==> src/rtl/pse_pkg.sv <==
// pse_pkg: shared types and helpers for pattern_scan_engine.
//   state_t   - controller state encoding
//   cnt_width - width of a count that can hold 0..8*nbytes
//   sat8      - clamp a count to the 8-bit memory result range
package pse_pkg;

  typedef enum logic [2:0] {
    S_IDLE   = 3'd0,
    S_RD_PAT = 3'd1,
    S_SCAN   = 3'd2,
    S_WR_B   = 3'd3,
    S_WR_O   = 3'd4,
    S_WR_S   = 3'd5,
    S_FIN    = 3'd6
  } state_t;

  function automatic int cnt_width(input int nbytes);
    return $clog2(8 * nbytes + 1);
  endfunction

  function automatic logic [7:0] sat8(input logic [31:0] v);
    return (v > 32'd255) ? 8'hFF : v[7:0];
  endfunction

endpackage

==> src/rtl/pse_byte_match.sv <==
// pse_byte_match: combinational match counter for one string byte.
//   tail   in  last PAT_W-1 stream bits before b (ignored when PAT_W=1)
//   b      in  current string byte, MSB first in the stream
//   pat    in  PAT_W-bit search pattern
//   first  in  b is string byte 0 (no preceding stream bits)
//   n_byte out number of windows lying wholly inside b that match
//   occ    out at least one in-byte window matches
//   n_str  out number of stream windows ending inside b that match
module pse_byte_match #(
  parameter int PAT_W = 5,
  localparam int TAIL_W = (PAT_W > 1) ? PAT_W - 1 : 1
) (
  input  logic [TAIL_W-1:0] tail,
  input  logic [7:0]        b,
  input  logic [PAT_W-1:0]  pat,
  input  logic              first,
  output logic [3:0]        n_byte,
  output logic              occ,
  output logic [3:0]        n_str
);

  localparam int unsigned NWIN = 9 - PAT_W;

  // With PAT_W=1 the tail slot is a dummy bit that no window reaches.
  logic [TAIL_W+7:0] cat;
  assign cat = {tail, b};

  always_comb begin
    n_byte = '0;
    n_str  = '0;
    for (int unsigned k = 0; k < NWIN; k++) begin
      if (b[k +: PAT_W] == pat) n_byte = n_byte + 4'd1;
    end
    for (int unsigned j = 0; j < 8; j++) begin
      if (cat[j +: PAT_W] == pat) n_str = n_str + 4'd1;
    end
    // Byte 0 has no history: windows straddling into tail do not exist.
    if (first) n_str = n_byte;
  end

  assign occ = (n_byte != '0);

endmodule

==> src/rtl/pattern_scan_engine.sv <==
// pattern_scan_engine: reads a pattern and an NBYTES string over a byte-wide
// memory port, counts in-byte matches, bytes with a match and stream matches,
// writes the saturated counts to RES_BASE+0/1/2 and raises DONE.
//   CLK, RESET   clock, synchronous active-high reset
//   START        run request (accepted only in IDLE)
//   DONE         run complete, held until next accepted START or RESET
//   mem_addr     read/write address
//   mem_rd_data  read data, 1-cycle latency
//   mem_we       write enable
//   mem_wr_data  write data
//   cnt_byte, cnt_occ, cnt_str  unsaturated counts
module pattern_scan_engine
  import pse_pkg::*;
#(
  parameter int PAT_W    = 5,
  parameter int NBYTES   = 32,
  parameter int STR_BASE = 128,
  parameter int PAT_ADDR = 160,
  parameter int RES_BASE = 192,
  parameter int ADDR_W   = 8,
  localparam int CNT_W   = cnt_width(NBYTES)
) (
  input  logic              CLK,
  input  logic              RESET,
  input  logic              START,
  output logic              DONE,
  output logic [ADDR_W-1:0] mem_addr,
  input  logic [7:0]        mem_rd_data,
  output logic              mem_we,
  output logic [7:0]        mem_wr_data,
  output logic [CNT_W-1:0]  cnt_byte,
  output logic [CNT_W-1:0]  cnt_occ,
  output logic [CNT_W-1:0]  cnt_str
);

  localparam int IDX_W  = $clog2(NBYTES + 1);
  localparam int TAIL_W = (PAT_W > 1) ? PAT_W - 1 : 1;

  state_t            state;
  logic [IDX_W-1:0]  idx;
  logic [PAT_W-1:0]  pat;
  logic [TAIL_W-1:0] tail;
  logic [3:0]        n_byte;
  logic [3:0]        n_str;
  logic              occ;

  pse_byte_match #(.PAT_W(PAT_W)) u_match (
    .tail   (tail),
    .b      (mem_rd_data),
    .pat    (pat),
    .first  (idx == IDX_W'(1)),
    .n_byte (n_byte),
    .occ    (occ),
    .n_str  (n_str)
  );

  always_ff @(posedge CLK) begin
    if (RESET) begin
      state    <= S_IDLE;
      idx      <= '0;
      pat      <= '0;
      tail     <= '0;
      DONE     <= 1'b0;
      cnt_byte <= '0;
      cnt_occ  <= '0;
      cnt_str  <= '0;
    end else begin
      case (state)
        S_IDLE: begin
          if (START) begin
            cnt_byte <= '0;
            cnt_occ  <= '0;
            cnt_str  <= '0;
            DONE     <= 1'b0;
            state    <= S_RD_PAT;
          end
        end
        S_RD_PAT: begin
          idx   <= '0;
          state <= S_SCAN;
        end
        S_SCAN: begin
          // Read data lags the address by one cycle: idx=0 sees the pattern,
          // idx=n sees string byte n-1.
          if (idx == '0) begin
            pat <= mem_rd_data[7 -: PAT_W];
          end else begin
            cnt_byte <= cnt_byte + CNT_W'(n_byte);
            cnt_occ  <= cnt_occ + CNT_W'(occ);
            cnt_str  <= cnt_str + CNT_W'(n_str);
            tail     <= mem_rd_data[TAIL_W-1:0];
          end
          if (idx == IDX_W'(NBYTES)) state <= S_WR_B;
          else                       idx   <= idx + IDX_W'(1);
        end
        S_WR_B: state <= S_WR_O;
        S_WR_O: state <= S_WR_S;
        S_WR_S: begin
          DONE  <= 1'b1;
          state <= S_FIN;
        end
        S_FIN:   state <= S_IDLE;
        default: state <= S_IDLE;
      endcase
    end
  end

  always_comb begin
    mem_addr    = '0;
    mem_we      = 1'b0;
    mem_wr_data = '0;
    case (state)
      S_RD_PAT: mem_addr = ADDR_W'(PAT_ADDR);
      S_SCAN: begin
        if (idx < IDX_W'(NBYTES)) mem_addr = ADDR_W'(STR_BASE) + ADDR_W'(idx);
      end
      S_WR_B: begin
        mem_we      = 1'b1;
        mem_addr    = ADDR_W'(RES_BASE);
        mem_wr_data = sat8(32'(cnt_byte));
      end
      S_WR_O: begin
        mem_we      = 1'b1;
        mem_addr    = ADDR_W'(RES_BASE + 1);
        mem_wr_data = sat8(32'(cnt_occ));
      end
      S_WR_S: begin
        mem_we      = 1'b1;
        mem_addr    = ADDR_W'(RES_BASE + 2);
        mem_wr_data = sat8(32'(cnt_str));
      end
      default: ;
    endcase
  end

endmodule
==> config.mk <==
export PLATFORM = sky130hd
export DESIGN_NAME = pattern_scan_engine
export DESIGN_NICKNAME = d
export VERILOG_FILES = /design/src/rtl/pse_pkg.sv /design/src/rtl/pse_byte_match.sv /design/src/rtl/pattern_scan_engine.sv
export SDC_FILE = /design/constraint.sdc
export NUM_CORES = 1
export LEC_CHECK = 0
export ABC_CLOCK_PERIOD_IN_PS = 16700
export CORE_ASPECT_RATIO = 1.1
export CORE_MARGIN = 2
export CORE_UTILIZATION = 59
export CTS_CLUSTER_SIZE = 30
export DETAILED_ROUTE_END_ITERATION = 8
export GPL_TIMING_DRIVEN = 0
export PLACE_DENSITY = 0.9
export SYNTH_ARGS = -nofsm -noshare
export SYNTH_HDL_FRONTEND = slang
export SYNTH_SLANG_ARGS = --single-unit
==> constraint.sdc <==
create_clock -name CLK -period 16.7 [get_ports CLK]
set_input_delay 2.505 -clock CLK [delete_from_list [all_inputs] [get_ports CLK]]
set_output_delay 2.505 -clock CLK [all_outputs]
set_load 0.02 [all_outputs]
======== After elaboration in Yosys (flattened, before gate mapping) ========
Index checks and enable logic that the tools add are counted.
Widths: inputs -> output; s select.
storage, ports and cells
  input port bits ......................... 11
  bits in writable memories ............... 0
  output and inout port bits .............. 45
  bits in registers ....................... 46
  memories ................................ 0
  memory bits (read-only) ................. 0
  latch bits .............................. 0
  word-level logic and storage cells ...... 87
operators by class
  reduce and logical (&&, ||, !) cells .... 13
  equality and inequality tests ........... 19
  multiply operators ...................... 0
  bitwise logic cells ..................... 1
  magnitude comparators ................... 4
  multiplexer cells ....................... 30
  $add $sub $neg .......................... 12
  divide/modulo/power cells ............... 0
  shift operators ......................... 0
operators by type and width
  kind                 number
  $pmux 9 s2           3
  $eq 5x5->1           8
  $pmux 8 s5           1
  $mux 9               4
  $mux 4               8
  $mux 8               4
  $gt 9x8->1 const B   3
  $add 4x1->4 const B  6
  $pmux 8 s3           1
  $add 9x4->9          2
  $pmux 3 s6           1
  $pmux 6 s2           1
  $reduce_and 2->1     5
  $add 9x1->9          1
  $add 8x6->8 const A  1
  $ne 2x2->1 const B   4
  $add 6x1->6 const B  1
  $eq 3x2->1 const B   2
  $eq 3x3->1 const B   2
  $eq 6x1->1 const B   1
  $eq 6x6->1 const B   1
  $logic_not 6->1      1
  $lt 6x6->1 const B   1
  $mux 3               2
  11 further kinds     15

======== Longest topological paths before layout ========
Gate-level depths: netlist (run 1).
  depth after elaboration ................. 20
  gate-level depth with buffers ........... 31
  depth with buffers taken out ............ 30

======== Modules after synthesis ========
A second synthesis (run 1) with hierarchy kept.
second synthesis, totals
  cells, all modules ...................... 497
  area, all modules ....................... 3,953.8 µm²
modules (own cells, without submodules)
  module               times used  sequential area each (µm²)  cells an instance  area an instance (µm²)
  pattern_scan_engine  1           920.9                       327                2,645.0
  pse_byte_match       1           0.0                         170                1,308.8

======== Worst setup path after synthesis (run 1) ========
OpenSTA, ideal clock, no wires.
  kind .................................... input port to flip-flop
  start ................................... input port mem_rd_data[3]
  end ..................................... register cnt_str[8]
  required time ........................... 16.576 ns
  path buffers ............................ 1
  arrival time ............................ 7.591 ns
  stages on the path ...................... 31
  setup slack ............................. 8.985 ns
  setup time .............................. 0.124 ns
  path through ............................ buf_2 > xnor2_1 > nand3_1 > nor3_1 > ha_1 > inv_1 > xnor2_1 > inv_1 > ha_1 > nand2_1 > o31ai_1 > ha_1 > a2bb2oi_1 > xnor2_1 > nand2_1 > nand2_1 > ha_1 > o22ai_1 > a31oi_1 > ha_1 > mux2i_1 > mux2_2 > fa_1 > inv_1 > a21o_1 > a21oi_1 > a21oi_1 > and3_1 > nand3_1 > xor2_1 > nor2_1
on the way
  longest elaborated chain between the ends .. 20
  elaborated cells on any way between the ends .. 23
  classes of those cells .................. add/sub (8); eq/ne (4); mux (11)
ends and longest elaborated chain
  item                    RTL line                                    source
  start: declaration      pattern_scan_engine.sv:28                   input logic [7:0] mem_rd_data,
  $eq 5x5->1              pse_byte_match.sv:32, pse_byte_match.sv:35
  $mux 1                  pse_byte_match.sv:32, pse_byte_match.sv:35
  $add 1x1->2             pse_byte_match.sv:32, pse_byte_match.sv:35
  $mux 4                  pse_byte_match.sv:32, pse_byte_match.sv:35
  $add 4x1->4             pse_byte_match.sv:32, pse_byte_match.sv:35
  $mux 4                  pse_byte_match.sv:32, pse_byte_match.sv:35
  $add 4x1->4             pse_byte_match.sv:32, pse_byte_match.sv:35
  $mux 4 (*)              pse_byte_match.sv:32, pse_byte_match.sv:35
  [... 4 more ...]        n/a
  $add 4x1->4             pse_byte_match.sv:35                        if (cat[j +: PAT_W] == pat) n_str = n_str + 4'd1;
  $mux 4                  pse_byte_match.sv:35
  $add 4x1->4             pse_byte_match.sv:35
  $mux 4                  pse_byte_match.sv:35
  $mux 4 (*)              pse_byte_match.sv:38                        if (first) n_str = n_byte;
  $add 9x4->9 (*)         pattern_scan_engine.sv:90                   cnt_str <= cnt_str + CNT_W'(n_str);
  $mux 9 (*)              pattern_scan_engine.sv:85                   if (idx == '0) begin
  $pmux 9 s2 (*)          pattern_scan_engine.sv:68                   case (state)
  end signal: assignment  pattern_scan_engine.sv:90
  end: declaration        pattern_scan_engine.sv:33                   output logic [CNT_W-1:0] cnt_str
Mark *: on every way between the ends. The rest lies on a longest branch, timed or not. The select of a mux whose other input is x is not followed.
A chain may end at the register's enable or synchronous reset.

======== Final worst setup path (run 1) ========
  start ................................... input port mem_rd_data[2]
  end ..................................... register cnt_str[8]
on the way
  longest elaborated chain between the ends .. 20
  elaborated cells on any way between the ends .. 22
  classes of those cells .................. add/sub (8); eq/ne (3); mux (11)
ends and longest elaborated chain
  item              RTL line
  $eq 5x5->1        pse_byte_match.sv:32, pse_byte_match.sv:35
  $mux 1            pse_byte_match.sv:32, pse_byte_match.sv:35
  $add 1x1->2       pse_byte_match.sv:32, pse_byte_match.sv:35
  $mux 4            pse_byte_match.sv:32, pse_byte_match.sv:35
  $add 4x1->4       pse_byte_match.sv:32, pse_byte_match.sv:35
  $mux 4 (*)        pse_byte_match.sv:32, pse_byte_match.sv:35
  $add 4x1->4       pse_byte_match.sv:32, pse_byte_match.sv:35
  $mux 4 (*)        pse_byte_match.sv:32, pse_byte_match.sv:35
  [... 4 more ...]  n/a
  $add 4x1->4       pse_byte_match.sv:35
  $mux 4            pse_byte_match.sv:35
  $add 4x1->4       pse_byte_match.sv:35
  $mux 4            pse_byte_match.sv:35
  $mux 4 (*)        pse_byte_match.sv:38
  $add 9x4->9 (*)   pattern_scan_engine.sv:90
  $mux 9 (*)        pattern_scan_engine.sv:85
  $pmux 9 s2 (*)    pattern_scan_engine.sv:68
Marked as above.

==> results of run 1 <==
[worst min path at each step]
stage	startpoint	to	slack [ps]
floorplan	tail[3]	tail[3]	450
global placement	tail[3]	tail[3]	460
detailed placement	DONE	DONE	470
CTS	DONE	DONE	490
global route	DONE	DONE	510
finish	DONE	DONE	490
[metal layers]
layer	up-vias	track usage	share of wire
li1	1729	-	-
met1	1647	0.321	0.42
met2	124	0.478	0.51
met3	23	0.0438	0.052
met4	0	0.125	0.023
met5	-	0	0
[power by group through the flow]
stage | clock [uW] | combinational, uW | sequential [uW]
final | 84.0 | 65.0 | 112
after global routing | 88.0 | 71.8 | 112
after CTS | 84.4 | 64.6 | 112
after detailed placement | 0 | 64.1 | 115
after global placement | 0 | 61.4 | 114
after floorplan | 0 | 50.2 | 114
[stage by stage]
step	total power, uW	cell area, sq um	instances	setup slack, ps
after floorplan	165	3680	472	8990
after global placement	176	4270	601	7990
after detailed placement	179	4270	601	7730
after CTS	261	4380	609	8040
after global routing	272	4380	609	7560
final	261	4380	609	8010
[kinds of logic (layout without fill, tap and decap cells)]
group,count (synthesis),after routing
AND/OR/NAND/NOR,191,191
other,1,1
multiplexers,5,5
buffers and inverters,45,102
flip-flops,46,46
XOR/XNOR,71,71
adder cells (fa/ha/maj),24,24
AO/OA/AOI/OAI,89,89
[critical path, delay by kind of cell]
kind,cells,cell delay [ps]
compound gates,7,1160
xor+xnor,4,660
fa+ha+maj,6,1950
buf+inv,4,880
mux,2,370
simple gates,8,1340
[sequential cells by signal, indices dropped and copies added, names as in the netlist]
signal    flops
state         3
tail          4
DONE          1
cnt_occ       9
pat           5
cnt_str       9
cnt_byte      9
idx           6
[cells in the final DEF, fill, tap and decap left out, drive strengths merged, types with 2 or more instances in the layout]
master,count
fa,2
buf,15
and2,4
nand3,25
a31oi,9
or2,3
a311oi,2
and3,10
o21a,2
xor2,30
inv,19
clkbuf,16
and4,2
dfxtp,46
clkinvlp,2
nor3,12
nand4,6
mux2i,4
xnor2,40
ha,22
or3,6
nand2,46
a21oi,32
nand2b,4
o21ai,17
clkdlybuf4s50,49
o31ai,2
a21o,5
nor2,61
nor2b,7
o221ai,8
[synth_stat cells (all sizes together), types with 7 or more instances]
cell / count / share of area
a21oi: 32 / 0.044
a31oi: 9 / 0.015
and3: 10 / 0.018
buf: 15 / 0.028
clkbuf: 11 / 0.011
dfxtp: 46 / 0.25
ha: 22 / 0.075
inv: 19 / 0.019
nand2: 46 / 0.047
nand3: 25 / 0.034
nor2: 61 / 0.062
nor2b: 7 / 0.012
nor3: 12 / 0.019
o21ai: 17 / 0.023
o221ai: 8 / 0.019
xnor2: 40 / 0.11
xor2: 30 / 0.071
[final cells by class]
cell class	count	share of cell area
plain buffers	26	0.0326
clock buffers	5	0.0157
clock inverters	3	0.0103
inverters	19	0.0163
multi-input cells	381	0.580
flip-flops and latches	46	0.210
well taps	80	0.0228
repair buffers	49	0.112
==> metrics.md, run 1 <==
| Metric | Value |
|---|---|
| Outcome | finished, final reports clean |
| Pwr per Cell Area | 59.6 nW/um^2 |
| Capture point of the worst reg-to-reg path | cnt_str[8] |
| Area share of xor/xnor cells in the synthesized design | 0.183 |
| Count of hold buffers inserted by post-cts repair | 0 |
| Number of synthesized flops with an enable pin | 0 |
| Share of synthesized flip-flops with an asynchronous set or reset | 0 |
| Clk sinks | 46 |
| Flop-to-flop setup slack | 10,280 ps |
| Global-route total usage across every layer | 0.271 |
| Wirelength per Cell | 15.0 um |
| RSZ-0062 raised after global routing | no |
| Worst-case clock skew | 10.2 ps |
| P&R area growth vs syn | 19.2% |
| Normalized max-slew margin | 0.485 |
| Starting density of the core | 0.605 |
| Number of top-level pins | 56 |
| Seq pwr share | 0.429 |
| Dominant combinational cell family by area after synthesis | simple AND/OR/NAND/NOR gates |
| Core utilization of the finished layout | 0.721 |
| Ys Warns | 0 |
| Post-cts sizing count | 0 |
| Peak fanout along the critical path | 5 |
| Max_cap viols | 0 |
| Kind of end point of the critical path | flip-flop |
| Maximum clock frequency | 115 MHz |
| Filler Cells Inserted | 453 |
| Worst path arrival time | 8870 ps |
| Sw Pwr | 78.6 uW |
| Clk Latency, worst-skew pair | 300 ps |
| Hpwl dp | 6830 um |
| Origin of the critical flop-to-flop path | pat[3] |
| Die extent in x | 79.3 um |
| Clock-pin slew on the worst setup and hold paths | 90 ps |
| Count of standard-cell rows | 30 |
| DRC errors left | 0 |
| DR iter-0 viols | 185 |
| Cell with the largest stage delay on the worst path | sky130_fd_sc_hd__clkdlybuf4s50_1 |
| Hold-critical path depth | 2 |
| NumNets Final | 563 |
| CP Class | in -> reg |
| Total gr overflow | 0 |
| Pre-Repair DR Iteration Count | 5 |
| Hold Fails Final Rpt | 0 |
| Number of slew-limit violations in the final report | 0 |
| Cell depth of the worst flop-to-flop path | 31 |
| Compound-cell area share of the yosys netlist | 0.157 |
| Fraction of the mapped netlist area in simple logic gates | 0.251 |
| Share of cells above drive strength 1 | 0.0699 |
| Clock tree from TritonCTS | done |
| Accumulated negative setup slack | 0 ps |
| Top cell by count, worst path | sky130_fd_sc_hd__ha_1 |
| Sequential cell area | 921 sq um |
| Fraction of the mapped netlist area in adder cells | 0.0857 |
| Initial antenna violation count | 0 |
| Required time of the worst setup path | 16,880 ps |
| Worst setup path endpoint | cnt_str[8] |
| Buffers inserted during post-CTS setup optimization | 0 |
| Proportion of synthesized chip area in sequential cells | 0.250 |
| Maximum cell stage delay along the critical path | 600 ps |
| Die area | 6880 sq um |
| Synth Net Count | 507 |
| Critical path startpoint | mem_rd_data[2] |
| Mean Syn Cell Area | 7.79 sq um |
| Fin Hold WS | 494 ps |
| Synthesized flop and latch total | 46 |
| Number of standard cells after synthesis | 472 |
| Vias per cell | 5.78 |
| Switching fraction of total power | 0.301 |
| Fraction of synthesized area in multiplexers | 0.0140 |
| Total setup violations reported at the end of the flow | 0 |
| Combinational share of power | 0.249 |
| Detail Route Antenna Nets | 0 |
| Worst slew pin tran | 766 ps |
| Routed via count | 3,523 |
| Root buffer cell | sky130_fd_sc_hd__clkbuf_8 |
| Global placement routability congestion | 0.876 |
| Number of global-route vias before repair | 3,342 |
| Tcrit/Tclk final | 0.521 |
| Clock buffers created by TritonCTS | 5 |
| Internal power of the cells | 182 uW |
| Htree depth | 2 |
| Number of different library cells in the post-synthesis netlist | 58 |
| Total wire length after detailed routing | 9120 um |
| Worst min path class | reg -> reg |
| Area of the multi-input gates | 2540 sq um |
| Number of buffers added on ports | 49 |
| Worst IR Drop VDD | 0.0547 mV |
| Synthesized cell area | 3680 sq um |
| Crit path time final | 8690 ps |
| Flip-flop cell with the highest count after synthesis | sky130_fd_sc_hd__dfxtp_1 |
| Number of antenna repair diodes | 0 |
| Startpoint type of the worst setup path | input port |
| Die height | 86.8 um |
| Clock network fraction of design power | 0.322 |
| Wire length of the first global-routing pass | 15,200 um |
| Static leakage | 0.00170 uW |
| Maximum buffer depth of the clock tree | 2 |
| Maximum number of pins on one net before global-route repair | 16 |
| Area of the core | 6080 sq um |
Power figures use the tool's default switching activity.
==> run 2: changes to the inputs <==
--- a/config.mk
+++ b/config.mk
@@ -5,14 +5,14 @@
 export SDC_FILE = /design/constraint.sdc
 export NUM_CORES = 1
 export LEC_CHECK = 0
-export ABC_CLOCK_PERIOD_IN_PS = 16700
+export ABC_CLOCK_PERIOD_IN_PS = 8240
 export CORE_ASPECT_RATIO = 1.1
 export CORE_MARGIN = 2
-export CORE_UTILIZATION = 59
+export CORE_UTILIZATION = 55
 export CTS_CLUSTER_SIZE = 30
 export DETAILED_ROUTE_END_ITERATION = 8
 export GPL_TIMING_DRIVEN = 0
-export PLACE_DENSITY = 0.9
+export PLACE_DENSITY = 0.85
 export SYNTH_ARGS = -nofsm -noshare
 export SYNTH_HDL_FRONTEND = slang
 export SYNTH_SLANG_ARGS = --single-unit
==> constraint.sdc (replaced) <==
create_clock -name CLK -period 8.24 [get_ports CLK]
set_input_delay 1.236 -clock CLK [delete_from_list [all_inputs] [get_ports CLK]]
set_output_delay 1.236 -clock CLK [all_outputs]
set_load 0.02 [all_outputs]
==> run 2 against run 1 <==
Via count is 1.1% higher. Register-to-register slack got worse by 8400 ps. Power rose by 100%. First-iteration DRC count is 41% lower. Final area about the same. Flip-flop and latch count is the same. Largest cell class unchanged. Highest routed layer unchanged.
==> metrics.md, run 2 (synthesis results as in run 1) <==
| Metric | Value |
|---|---|
| Outcome | finished, final reports clean |
| Max_cap viols | 0 |
| Htree depth | 2 |
| Buffers inserted during post-CTS setup optimization | 0 |
| Min setup slack post-route | 817 ps |
| Startpoint type of the worst setup path | input port |
| NumNets Final | 563 |
| Gate family responsible for the most delay along the worst path | adder cells |
| Flop-to-flop setup slack | 1840 ps |
| Root buffer cell | sky130_fd_sc_hd__clkbuf_8 |
| Worst setup path endpoint | cnt_str[8] |
| Pwr per Cell Area | 121 nW/um^2 |
| Maximum cell stage delay along the critical path | 600 ps |
| Detailed-routed wire length on met2 | 4680 um |
| Starting density of the core | 0.564 |
| Cell with the largest stage delay on the worst path | sky130_fd_sc_hd__clkdlybuf4s50_1 |
| Worst-case clock skew | 13.8 ps |
| Hold Fails Final Rpt | 0 |
| Wirelength per Cell | 15.0 um |
| Total routed wire length on the met1 layer | 3930 um |
| Number of buffers added on ports | 49 |
| Number of antenna repair diodes | 0 |
| Highest metal used | met4 |
| Origin of the critical flop-to-flop path | pat[1] |
| Peak fanout along the critical path | 5 |
| Cell area after layout | 4380 sq um |
| Placed cell count | 603 |
| Filler Cells Inserted | 539 |
| Number of global-route vias before repair | 3,406 |
| Most common library cell in the layout ignoring fill and taps | sky130_fd_sc_hd__nor2_1 |
| Cell area after placement | 4270 sq um |
| Vias per cell | 5.83 |
| Total wire length after detailed routing | 9170 um |
| Count of standard-cell rows | 31 |
| Required time of the worst setup path | 8430 ps |
| Detail Route Antenna Nets | 0 |
| Initial antenna violation count | 0 |
| Number of slew-limit violations in the final report | 0 |
| Kind of end point of the critical path | flip-flop |
| Crit path time final | 7420 ps |
| Static leakage | 0.00170 uW |
| Capture point of the worst reg-to-reg path | cnt_str[8] |
| Wire length of the first global-routing pass | 15,300 um |
| Core utilization of the finished layout | 0.672 |
| Tcrit/Tclk final | 0.901 |
| Die area | 7360 sq um |
| Accumulated negative setup slack | 0 ps |
| Post-cts sizing count | 0 |
| Routed via count | 3,562 |
| DR iter-0 viols | 110 |
| Count of hold buffers inserted by post-cts repair | 0 |
| Share of cells above drive strength 1 | 0.0681 |
| Global placement routability congestion | 0.868 |
| Maximum number of pins on one net before global-route repair | 15 |
| Die extent in x | 82.0 um |
| Pre-CTS worst setup slack | 623 ps |
| Worst path arrival time | 7620 ps |
| Maximum clock frequency | 135 MHz |
| Filler-free cell count of the finished design | 611 |
| Metal3 WL | 367 um |
| Hpwl dp | 6870 um |
| Clock tree from TritonCTS | done |
| P&R area growth vs syn | 19.1% |
| Clk sinks | 46 |
| Largest registers | cnt_byte x9, cnt_occ x9, cnt_str x9 |
| Buffers & Inverters on Critical Path | 4 |
| Clk Latency, worst-skew pair | 310 ps |
| Commonest cells after routing, fill and taps aside | 61 x sky130_fd_sc_hd__nor2_1, 49 x sky130_fd_sc_hd__clkdlybuf4s50_1, 46 x sky130_fd_sc_hd__dfxtp_1, 46 x sky130_fd_sc_hd__nand2_1, 35 x sky130_fd_sc_hd__xnor2_1 |
| Worst min path class | reg -> reg |
| RSZ-0062 raised after global routing | no |
| CP Class | in -> reg |
| Cell depth of the worst flop-to-flop path | 31 |
| Total setup violations reported at the end of the flow | 0 |
| Worst IR Drop VDD | 0.110 mV |
| Global-route total usage across every layer | 0.256 |
| Clock buffers created by TritonCTS | 5 |
| Top cell by count, worst path | sky130_fd_sc_hd__ha_1 |
| Total gr overflow | 0 |
| Worst slew pin tran | 716 ps |
| Hold-critical path depth | 2 |
| Maximum buffer depth of the clock tree | 2 |
| Crit. path cell count | 31 |
| DRC errors left | 0 |
| Clock-pin slew on the worst setup and hold paths | 90 ps |
| Die height | 89.8 um |
| Critical path startpoint | mem_rd_data[2] |
| Number of top-level pins | 56 |
| Area of the core | 6520 sq um |
| Pre-Repair DR Iteration Count | 5 |
| Normalized max-slew margin | 0.519 |
run 2: layer usage:
layer,global-route usage,up-vias
met3,0.0321,21
met2,0.452,106
met5,0,-
met1,0.313,1701
li1,-,1734
met4,0.0875,0
run 2: stage by stage:
stage | total power [uW] | hold WS [ps]
final | 529 | 478
after floorplan | 334 | 448
after global routing | 553 | 497
after CTS | 528 | 478
after global placement | 357 | 461
after detailed placement | 362 | 466
run 2: layout make-up:
class	instances	area, sq um	share of cell area
Clock buffer	6	72.6	0.0166
Clock inverter	2	37.5	0.00857
Inverter	19	71.3	0.0163
Sequential cell	46	921	0.210
Multi-Input combinational cell	381	2540	0.580
Buffer	26	143	0.0326
Tap cell	82	103	0.0234
Timing Repair Buffer	49	490	0.112
run 2: worst min-delay path: cells and delay by family, from the launching register on:
family	cells	cell delay, ps
flip-flops	1	330
AND/OR/NAND/NOR	1	50
AO/OA/AOI/OAI	1	50
run 2: power by group:
group | total (uW) | switching, uW | internal, uW
sequential | 227 | 2.05 | 225
clock | 170 | 79.7 | 90.6
combinational | 132 | 77.2 | 54.7
run 2: how the worst min path moves through the flow:
stage                        from  endpoint  slack (ps)
final                     tail[3]   tail[3]         480
after detailed placement  tail[3]   tail[3]         470
after global placement    tail[3]   tail[3]         460
after floorplan           tail[3]   tail[3]         450
after CTS                 tail[3]   tail[3]         480
after global routing      tail[3]   tail[3]         500
==> run 3: changes to the inputs <==
--- a/config.mk
+++ b/config.mk
@@ -6,13 +6,14 @@
 export NUM_CORES = 1
 export LEC_CHECK = 0
 export ABC_CLOCK_PERIOD_IN_PS = 8240
+export CAP_MARGIN = 20
 export CORE_ASPECT_RATIO = 1.1
 export CORE_MARGIN = 2
-export CORE_UTILIZATION = 55
+export CORE_UTILIZATION = 30
 export CTS_CLUSTER_SIZE = 30
 export DETAILED_ROUTE_END_ITERATION = 8
 export GPL_TIMING_DRIVEN = 0
-export PLACE_DENSITY = 0.85
+export PLACE_DENSITY = 0.53
 export SYNTH_ARGS = -nofsm -noshare
 export SYNTH_HDL_FRONTEND = slang
 export SYNTH_SLANG_ARGS = --single-unit
==> run 3 against run 2 <==
Count of clock-buffer cells in the layout down 1. Register-to-register slack gained 70 ps. Fmax rose by 0.30%. Global-route usage shrank 9.8 points. Critical path depth unchanged. Non-clock buffer count is the same. Sequential power barely moved. Setup slack better by 23 ps. Combinational power about the same.
==> metrics.md, run 3 (synthesis results as in run 1) <==
| Metric | Value |
|---|---|
| Outcome | finished, final reports clean |
| Maximum number of pins on one net before global-route repair | 14 |
| Area of the multi-input gates | 2540 sq um |
| Wirelength per Cell | 14.5 um |
| Static leakage | 0.00172 uW |
| Clock buffers created by TritonCTS | 5 |
| Buffers inserted during post-CTS setup optimization | 0 |
| Die area | 13,200 sq um |
| Hold-critical path depth | 2 |
| Top cell by count, worst path | sky130_fd_sc_hd__ha_1 |
| Capture point of the worst reg-to-reg path | cnt_str[8] |
| Number of buffers added on ports | 49 |
| Wire length of the first global-routing pass | 16,600 um |
| Share of cells above drive strength 1 | 0.0682 |
| Worst path arrival time | 7570 ps |
| Die height | 120 um |
| Accumulated negative setup slack | 0 ps |
| CP Class | in -> reg |
| Flop-to-flop setup slack | 1910 ps |
| Clock network fraction of design power | 0.352 |
| Most common library cell in the layout ignoring fill and taps | sky130_fd_sc_hd__nor2_1 |
| Sequential cell area | 921 sq um |
| Routed via count | 3,444 |
| Busiest metal layer after global routing | met2 |
| Vias per cell | 5.05 |
| Switching fraction of total power | 0.297 |
| Hpwl dp | 7590 um |
| Clk sinks | 46 |
| Origin of the critical flop-to-flop path | pat[0] |
| Seq pwr share | 0.410 |
| Kind of end point of the critical path | flip-flop |
| Met2 track demand over resource in global routing | 0.262 |
| Commonest cells after routing, fill and taps aside | 61 x sky130_fd_sc_hd__nor2_1, 49 x sky130_fd_sc_hd__clkdlybuf4s50_1, 46 x sky130_fd_sc_hd__dfxtp_1, 46 x sky130_fd_sc_hd__nand2_1, 35 x sky130_fd_sc_hd__xnor2_1 |
| Global placement routability congestion | 0.847 |
| Required time of the worst setup path | 8410 ps |
| Cell depth of the worst flop-to-flop path | 31 |
| Count of standard-cell rows | 42 |
| Peak fanout along the critical path | 5 |
| Worst min path class | reg -> reg |
| Total setup violations reported at the end of the flow | 0 |
| Startpoint type of the worst setup path | input port |
| Worst-case clock skew | 4.65 ps |
| GR Layer Usage met3 | 0.0272 |
| Starting density of the core | 0.307 |
| Total gr overflow | 0 |
| Htree depth | 2 |
| Total power of the final layout | 554 uW |
| Hold Fails Final Rpt | 0 |
| Cell with the largest stage delay on the worst path | sky130_fd_sc_hd__clkdlybuf4s50_1 |
| Worst IR Drop VDD | 0.0889 mV |
| Maximum clock frequency | 135 MHz |
| Source of the worst hold timing path | tail[3] |
| Met1 usage | 0.202 |
| Internal power of the cells | 389 uW |
| Normalized max-slew margin | 0.470 |
| Count of hold buffers inserted by post-cts repair | 0 |
| Tcrit/Tclk final | 0.898 |
| Cell area after placement | 4360 sq um |
| Area of the core | 12,000 sq um |
| Pre-Repair DR Iteration Count | 4 |
| Combinational share of power | 0.238 |
| DRC errors left | 0 |
| DR iter-0 viols | 120 |
| Filler Cells Inserted | 1,285 |
| Number of slew-limit violations in the final report | 0 |
| Number of global-route vias before repair | 3,301 |
| Die extent in x | 110 um |
| Clk Latency, worst-skew pair | 290 ps |
| RSZ-0062 raised after global routing | no |
| End point of the most critical hold path | tail[3] |
| Initial antenna violation count | 0 |
| Maximum buffer depth of the clock tree | 2 |
| P&R area growth vs syn | 22.3% |
| Largest registers | cnt_byte x9, cnt_occ x9, cnt_str x9 |
| Root buffer cell | sky130_fd_sc_hd__clkbuf_16 |
| Crit path time final | 7400 ps |
| Sw Pwr | 164 uW |
| NumNets Final | 563 |
| Clock tree from TritonCTS | done |
| Clock-pin slew on the worst setup and hold paths | 60 ps |
| Max_cap viols | 0 |
| Global-route total usage across every layer | 0.159 |
| Post-cts sizing count | 0 |
| Pwr per Cell Area | 123 nW/um^2 |
| Maximum cell stage delay along the critical path | 610 ps |
| Worst slew pin tran | 789 ps |
| Detail Route Antenna Nets | 0 |
| Cell area after layout | 4500 sq um |
| Number of top-level pins | 56 |
| Number of antenna repair diodes | 0 |
| Total wire length after detailed routing | 9880 um |
-- run 3: cell types whose count changed in the layout (fill, tap and decap cells not counted) --
cell	delta
sky130_fd_sc_hd__bufinv_16	-1
sky130_fd_sc_hd__clkbuf_1	-1
sky130_fd_sc_hd__clkbuf_16	+5
sky130_fd_sc_hd__clkbuf_8	-5
sky130_fd_sc_hd__clkinv_2	+2
sky130_fd_sc_hd__clkinvlp_4	-1
-- run 3: final cells by class --
cell class	count	share of cell area
plain buffers	26	0.0317
clock buffers	5	0.0278
clock inverters	2	0.00223
inverters	19	0.0159
multi-input cells	381	0.566
flip-flops and latches	46	0.205
well taps	154	0.0429
repair buffers	49	0.109
-- run 3: power by group through the flow --
stage               logic [uW]  clock network (uW)  registers [uW]
floorplan                  102                   0             232
global placement           129                   0             232
detailed placement         132                   0             232
CTS                        133                 200             227
global route               148                 211             227
finish                     131                 195             227
-- run 3: how the worst max path moves through the flow --
stage          depth (start not counted)  slack, ps            from         end
2_1_floorplan                         31       1790  mem_rd_data[3]  cnt_str[8]
3_3_place_gp                          30        600  mem_rd_data[2]  cnt_str[8]
3_5_place_dp                          30        540  mem_rd_data[2]  cnt_str[8]
4_1_cts                               30        820  mem_rd_data[2]  cnt_str[8]
5_1_grt                               31        250  mem_rd_data[2]  cnt_str[8]
6_report                              31        840  mem_rd_data[2]  cnt_str[8]
-- run 3: metal layers --
layer  wire length (um)  vias up
met5                  0        -
met4                289        0
met3                363       20
met2               4790       72
met1               4430     1623
li1                   -     1729
-- run 3: worst max-delay path, delay by kind of cell --
kind,cells,cell delay (ps)
adder cells (fa/ha/maj),6,1960
multiplexers,2,370
buffers and inverters,4,870
AO/OA/AOI/OAI,7,1160
XOR/XNOR,4,640
AND/OR/NAND/NOR,8,1320
-- run 3: through the flow --
step	hold WS [ps]	utilization	setup WS [ps]	instances
floorplan	448	-	1790	472
global placement	463	0.364	599	675
detailed placement	478	0.364	535	675
CTS	487	0.375	823	682
global route	522	0.375	252	682
finish	487	0.375	839	682
==> RTL edit 1: new RTL, flow settings as in run 2 <==
Reset style: asynchronous (`RESET`), changed in one clocked block. Comments in the files are not updated.
--- a/src/rtl/pattern_scan_engine.sv
+++ b/src/rtl/pattern_scan_engine.sv
@@ -56,3 +56,3 @@
 
-  always_ff @(posedge CLK) begin
+  always_ff @(posedge CLK or posedge RESET) begin
     if (RESET) begin
Check against the original RTL: differs if RESET is asserted again (counterexample within 4 cycles, from zero or initial values and one cycle with RESET high); with RESET held inactive, the same outputs for 4 cycles.
==> RTL edit 1 against run 2 <==
Hold slack improved by 0.069 ns; die area up 1.0%; worst setup slack worse by 0.021 ns; sequential cell count is the same; synthesized area up 1.1%; final area increased by 1.6%; via count down 7.7%; sequential share of layout area rose by 4.8 points; maximum frequency down 0.29%; wire length fell by 1.4%; final cell count is 6.5% lower.
Power is not compared: it rests on default switching activity, and its combinational part moved more than twofold at a synthesized area within 25%.
==> RTL edit 1: results (changes against run 2) <==
Num CTS Buffers -> 5 (unchanged)
Pre-antenna DRT Iters -> 4 (-1)
fraction of area in multi-input gates -> 0.527 (-0.0534)
R2R cell count -> 30 (-3.2%)
status -> finished clean
Logic inverters -> 24 (+5)
met3 routed WL -> 290 microns (-21%)
ys flop type -> dfrtp_1
buffers from clock root to sink, at most -> 2 (unchanged)
NumNets Final -> 523 (-7.1%)
sequential share of cell area -> 0.259 (+0.0483)
top post-synthesis cells by count -> nor2_1 (55), dfrtp_1 (46), xnor2_1 (35)
root buffer cell -> clkbuf_8
Post-Syn Nets -> 465 (-8.3%)
first-pass GRT wire length -> 15.2 mm (-0.76%)
Synth Area in Compound Gates -> 0.128 (-0.0283)
routed wl met2 -> 4.76 mm (+1.7%)
post-synthesis mux area share -> 0.0364 (+0.0224)
Multi-In Gates -> 337 (-12%)
largest registers -> cnt_byte: 9 flops, cnt_occ: 9 flops, cnt_str: 9 flops
clock network area share -> 0.0236 (-0.00153)
asr flop ratio synth -> 1.00 (+1.00)
largest net degree at the start of global routing -> 43 (+28)
layout cells sized above 1 -> 0.0838 (+0.0158)
largest family of logic cells by synthesized area -> simple AND/OR/NAND/NOR gates
final wirelength -> 9.05 mm (-1.4%)
HPWL Detailed -> 6.82 mm (-0.76%)
LEAKAGE -> 1.93 nW
CP arrival -> 7.60 ns (-0.02 ns)
dpl cells -> 563 (-6.6%)
Highest Signal Layer -> met4
clock buffers -> 7 (+1)
Hold Crit Class -> reg -> reg
Avg Vias per Cell -> 5.76 (-1.2%)
Area contributors post-synth -> dfrtp_1 (31%), xnor2_1 (8.2%), ha_1 (7.4%), xor2_1 (7.1%), nor2_1 (5.6%)
CTS resizes -> 0 (unchanged)
Unique masters post-synth -> 53 (-8.6%)
Non-clock buffers, area share -> 0.148 (+0.00302)
gp weighted congestion -> 0.891 (+2.6%)
Synth Area in Adders -> 0.0848 (-0.000924)
All-Layer GR Usage -> 0.260 (+0.00381)
post-synthesis sequential area ratio -> 0.310 (+0.0592)
vias in the first global route -> 3170 (-6.9%)
pin slew with the least headroom to its limit -> 1.35 ns (+0.637 ns)
port bufs -> 50 (+2.0%)
dpl ws -> 0.572 ns (-0.0514 ns)
Mapped Cells -> 430 (-8.9%)
CP max-delay cell -> o21ai_0
Clk pin slew, worst setup/hold paths -> 0.09 ns (about the same)
CP Max Fanout -> 5 (unchanged)
maximum vdd drop -> 0.248 mV
DR iter-0 viols -> 191 (+74%)
Synth Area in XOR/XNOR -> 0.177 (-0.00635)
Non-clock buffers -> 74 (-1.3%)
Post-Route M1 WL -> 3.81 mm (-3.1%)
Vias -> 3288 (-7.7%)
FILL cells -> 513 (-4.8%)
clk_skew -> 0.00911 ns (-0.00465 ns)
## RTL edit 1: cell types whose count changed after synthesis, moves of 5 or more
cell,change
dfxtp_1,-46
dfrtp_1,+46
buf_4,-5
nand2_1,-12
a21oi_1,-20
mux2_2,+11
nor2_1,-6
nor2b_1,-5
inv_1,+6
a31oi_1,-8
## RTL edit 1: layer usage
layer,vias up,global-route usage
met5,-,0
met4,0,0.0806
met3,15,0.0321
met2,81,0.440
met1,1598,0.340
li1,1594,-
## RTL edit 1: metrics by stage
stage	utilization	area [sq um]
final	0.679	4450
after global routing	0.679	4450
after detailed placement	0.663	4350
after CTS	0.679	4450
after global placement	0.659	4320
after floorplan	-	3720
## RTL edit 1: cell families (layout without fill, tap and decap cells)
logic type	after synthesis	after routing
simple gates	161	161
xor+xnor	70	70
compound gates	69	69
buf+inv	47	106
flops	46	46
fa+ha+maj	24	24
mux	12	12
other cells	1	1
## RTL edit 1: final timing paths
check,slack (ns),to,startpoint
setup / recovery,0.80,cnt_str[8],mem_rd_data[2]
hold / removal,0.55,cnt_occ[0],cnt_occ[0]
setup reg to reg,1.81,cnt_str[8],pat[2]
hold reg to reg,0.55,cnt_occ[0],cnt_occ[0]
max in group asynchronous,6.69,DONE,RESET
min in group asynchronous,1.12,idx[3],RESET
## RTL edit 1: power groups by stage
stage	combinational (mW)	clock, mW	sequential (mW)
after floorplan	0.591	0	0.345
after global placement	0.785	0	0.332
after detailed placement	0.827	0	0.335
after CTS	0.835	0.159	0.331
after global routing	0.920	0.169	0.339
final	0.841	0.158	0.331
==> RTL edit 2: new RTL, settings of run 2 <==
Without the edit above. `ADDR_W`: 8 -> 7.
--- a/src/rtl/pattern_scan_engine.sv
+++ b/src/rtl/pattern_scan_engine.sv
@@ -19,3 +19,3 @@
   parameter int RES_BASE = 192,
-  parameter int ADDR_W   = 8,
+  parameter int ADDR_W   = 7,
   localparam int CNT_W   = cnt_width(NBYTES)
Interface: changed (resized mem_addr); port bits go from 56 to 55. No check against the original RTL was run, so the function may have changed too.
==> RTL edit 2 against run 2 <==
Power is 5.1% lower; synthesized area is 1.6% lower; wire length is 4.5% lower; non-clock buffer count is 3 lower; hold slack better by 0.030 ns; worst setup slack better by 0.22 ns; register-to-register slack better by 0.22 ns; final area is 1.9% lower; sequential cell count stayed put; via count is 4.8% lower; final cell count is 2.6% lower.
==> RTL edit 2: results (changes against run 2) <==
Unique masters post-synth -> 52 (-10%)
Post-Syn Nets -> 492 (-3.0%)
CP arrival -> 7.39 ns (-0.23 ns)
Post-Route M1 WL -> 3.79 mm (-3.6%)
buffers from clock root to sink, at most -> 2 (unchanged)
maximum vdd drop -> 0.110 mV (-0.30%)
met1 usage -> 0.312 (-0.000550)
All-Layer GR Usage -> 0.247 (-0.00974)
vias in the first global route -> 3090 (-9.3%)
CORE AREA -> 0.00648 sq mm (-0.60%)
hold depth -> 2 (unchanged)
status -> finished clean
dpl cells -> 587 (-2.7%)
post-synthesis sequential area ratio -> 0.254 (+0.00407)
first-pass GRT wire length -> 14.2 mm (-7.1%)
gp weighted congestion -> 0.909 (+4.7%)
LEAKAGE -> 1.65 nW (-3.3%)
HPWL Detailed -> 6.76 mm (-1.7%)
P_int -> 0.345 mW (-6.8%)
met3 routed WL -> 421 microns (+15%)
top post-synthesis cells by count -> nor2_1 (83), dfxtp_1 (46), xnor2_1 (40)
pin slew with the least headroom to its limit -> 0.910 ns (+0.194 ns)
CP Max Fanout -> 10 (+5)
final wirelength -> 8.76 mm (-4.5%)
Flop pwr share -> 0.450 (+0.021)
post-synthesis area per instance -> 7.92 sq um (+1.6%)
Vias -> 3390 (-4.8%)
Area contributors post-synth -> dfxtp_1 (25%), xnor2_1 (9.7%), nor2_1 (8.6%), ha_1 (7.6%), xor2_1 (6.8%)
asr flop ratio synth -> 0 (unchanged)
FILL cells -> 508 (-5.8%)
dpl ws -> 0.846 ns (+0.223 ns)
NumNets Final -> 547 (-2.8%)
R2R cell count -> 27 (-13%)
crit-path max cell delay -> 0.59 ns
met3 GRT Util -> 0.0455 (+0.0133)
met2 GRT Util -> 0.437 (-0.0145)
layout cells sized above 1 -> 0.0721 (+0.00407)
area post-placement -> 0.00420 sq mm (-1.6%)
footprint of the multi-input gates -> 0.00249 sq mm (-2.2%)
WL/cell -> 14.7 microns (-1.9%)
DR iter-0 viols -> 136 (+24%)
clk_skew -> 0.00491 ns (-0.00885 ns)
## RTL edit 2: kinds of logic after synthesis
| kind of cell | after synthesis | share of synthesized area |
|---|---|---|
| multiplexers | 11 | 0.0308 |
| XOR/XNOR | 74 | 0.200 |
| other | 1 | 0.00104 |
| adder cells (fa/ha/maj) | 24 | 0.0871 |
| buffers and inverters | 43 | 0.0581 |
| AO/OA/AOI/OAI | 69 | 0.131 |
| flip-flops | 46 | 0.254 |
| AND/OR/NAND/NOR | 189 | 0.238 |
## RTL edit 2: final timing paths
check	slack, ns	start	end
min reg2reg	0.51	DONE	DONE
max reg2reg	2.06	pat[2]	cnt_str[8]
max	1.04	mem_rd_data[1]	cnt_str[8]
min	0.51	DONE	DONE
## RTL edit 2: area by class of cell
class	instances	area share
repair buffers	48	0.112
flip-flops and latches	46	0.214
clock inverters	2	0.00291
well taps	82	0.0239
clock buffers	6	0.0192
multi-input cells	368	0.579
inverters	19	0.0166
plain buffers	24	0.0323
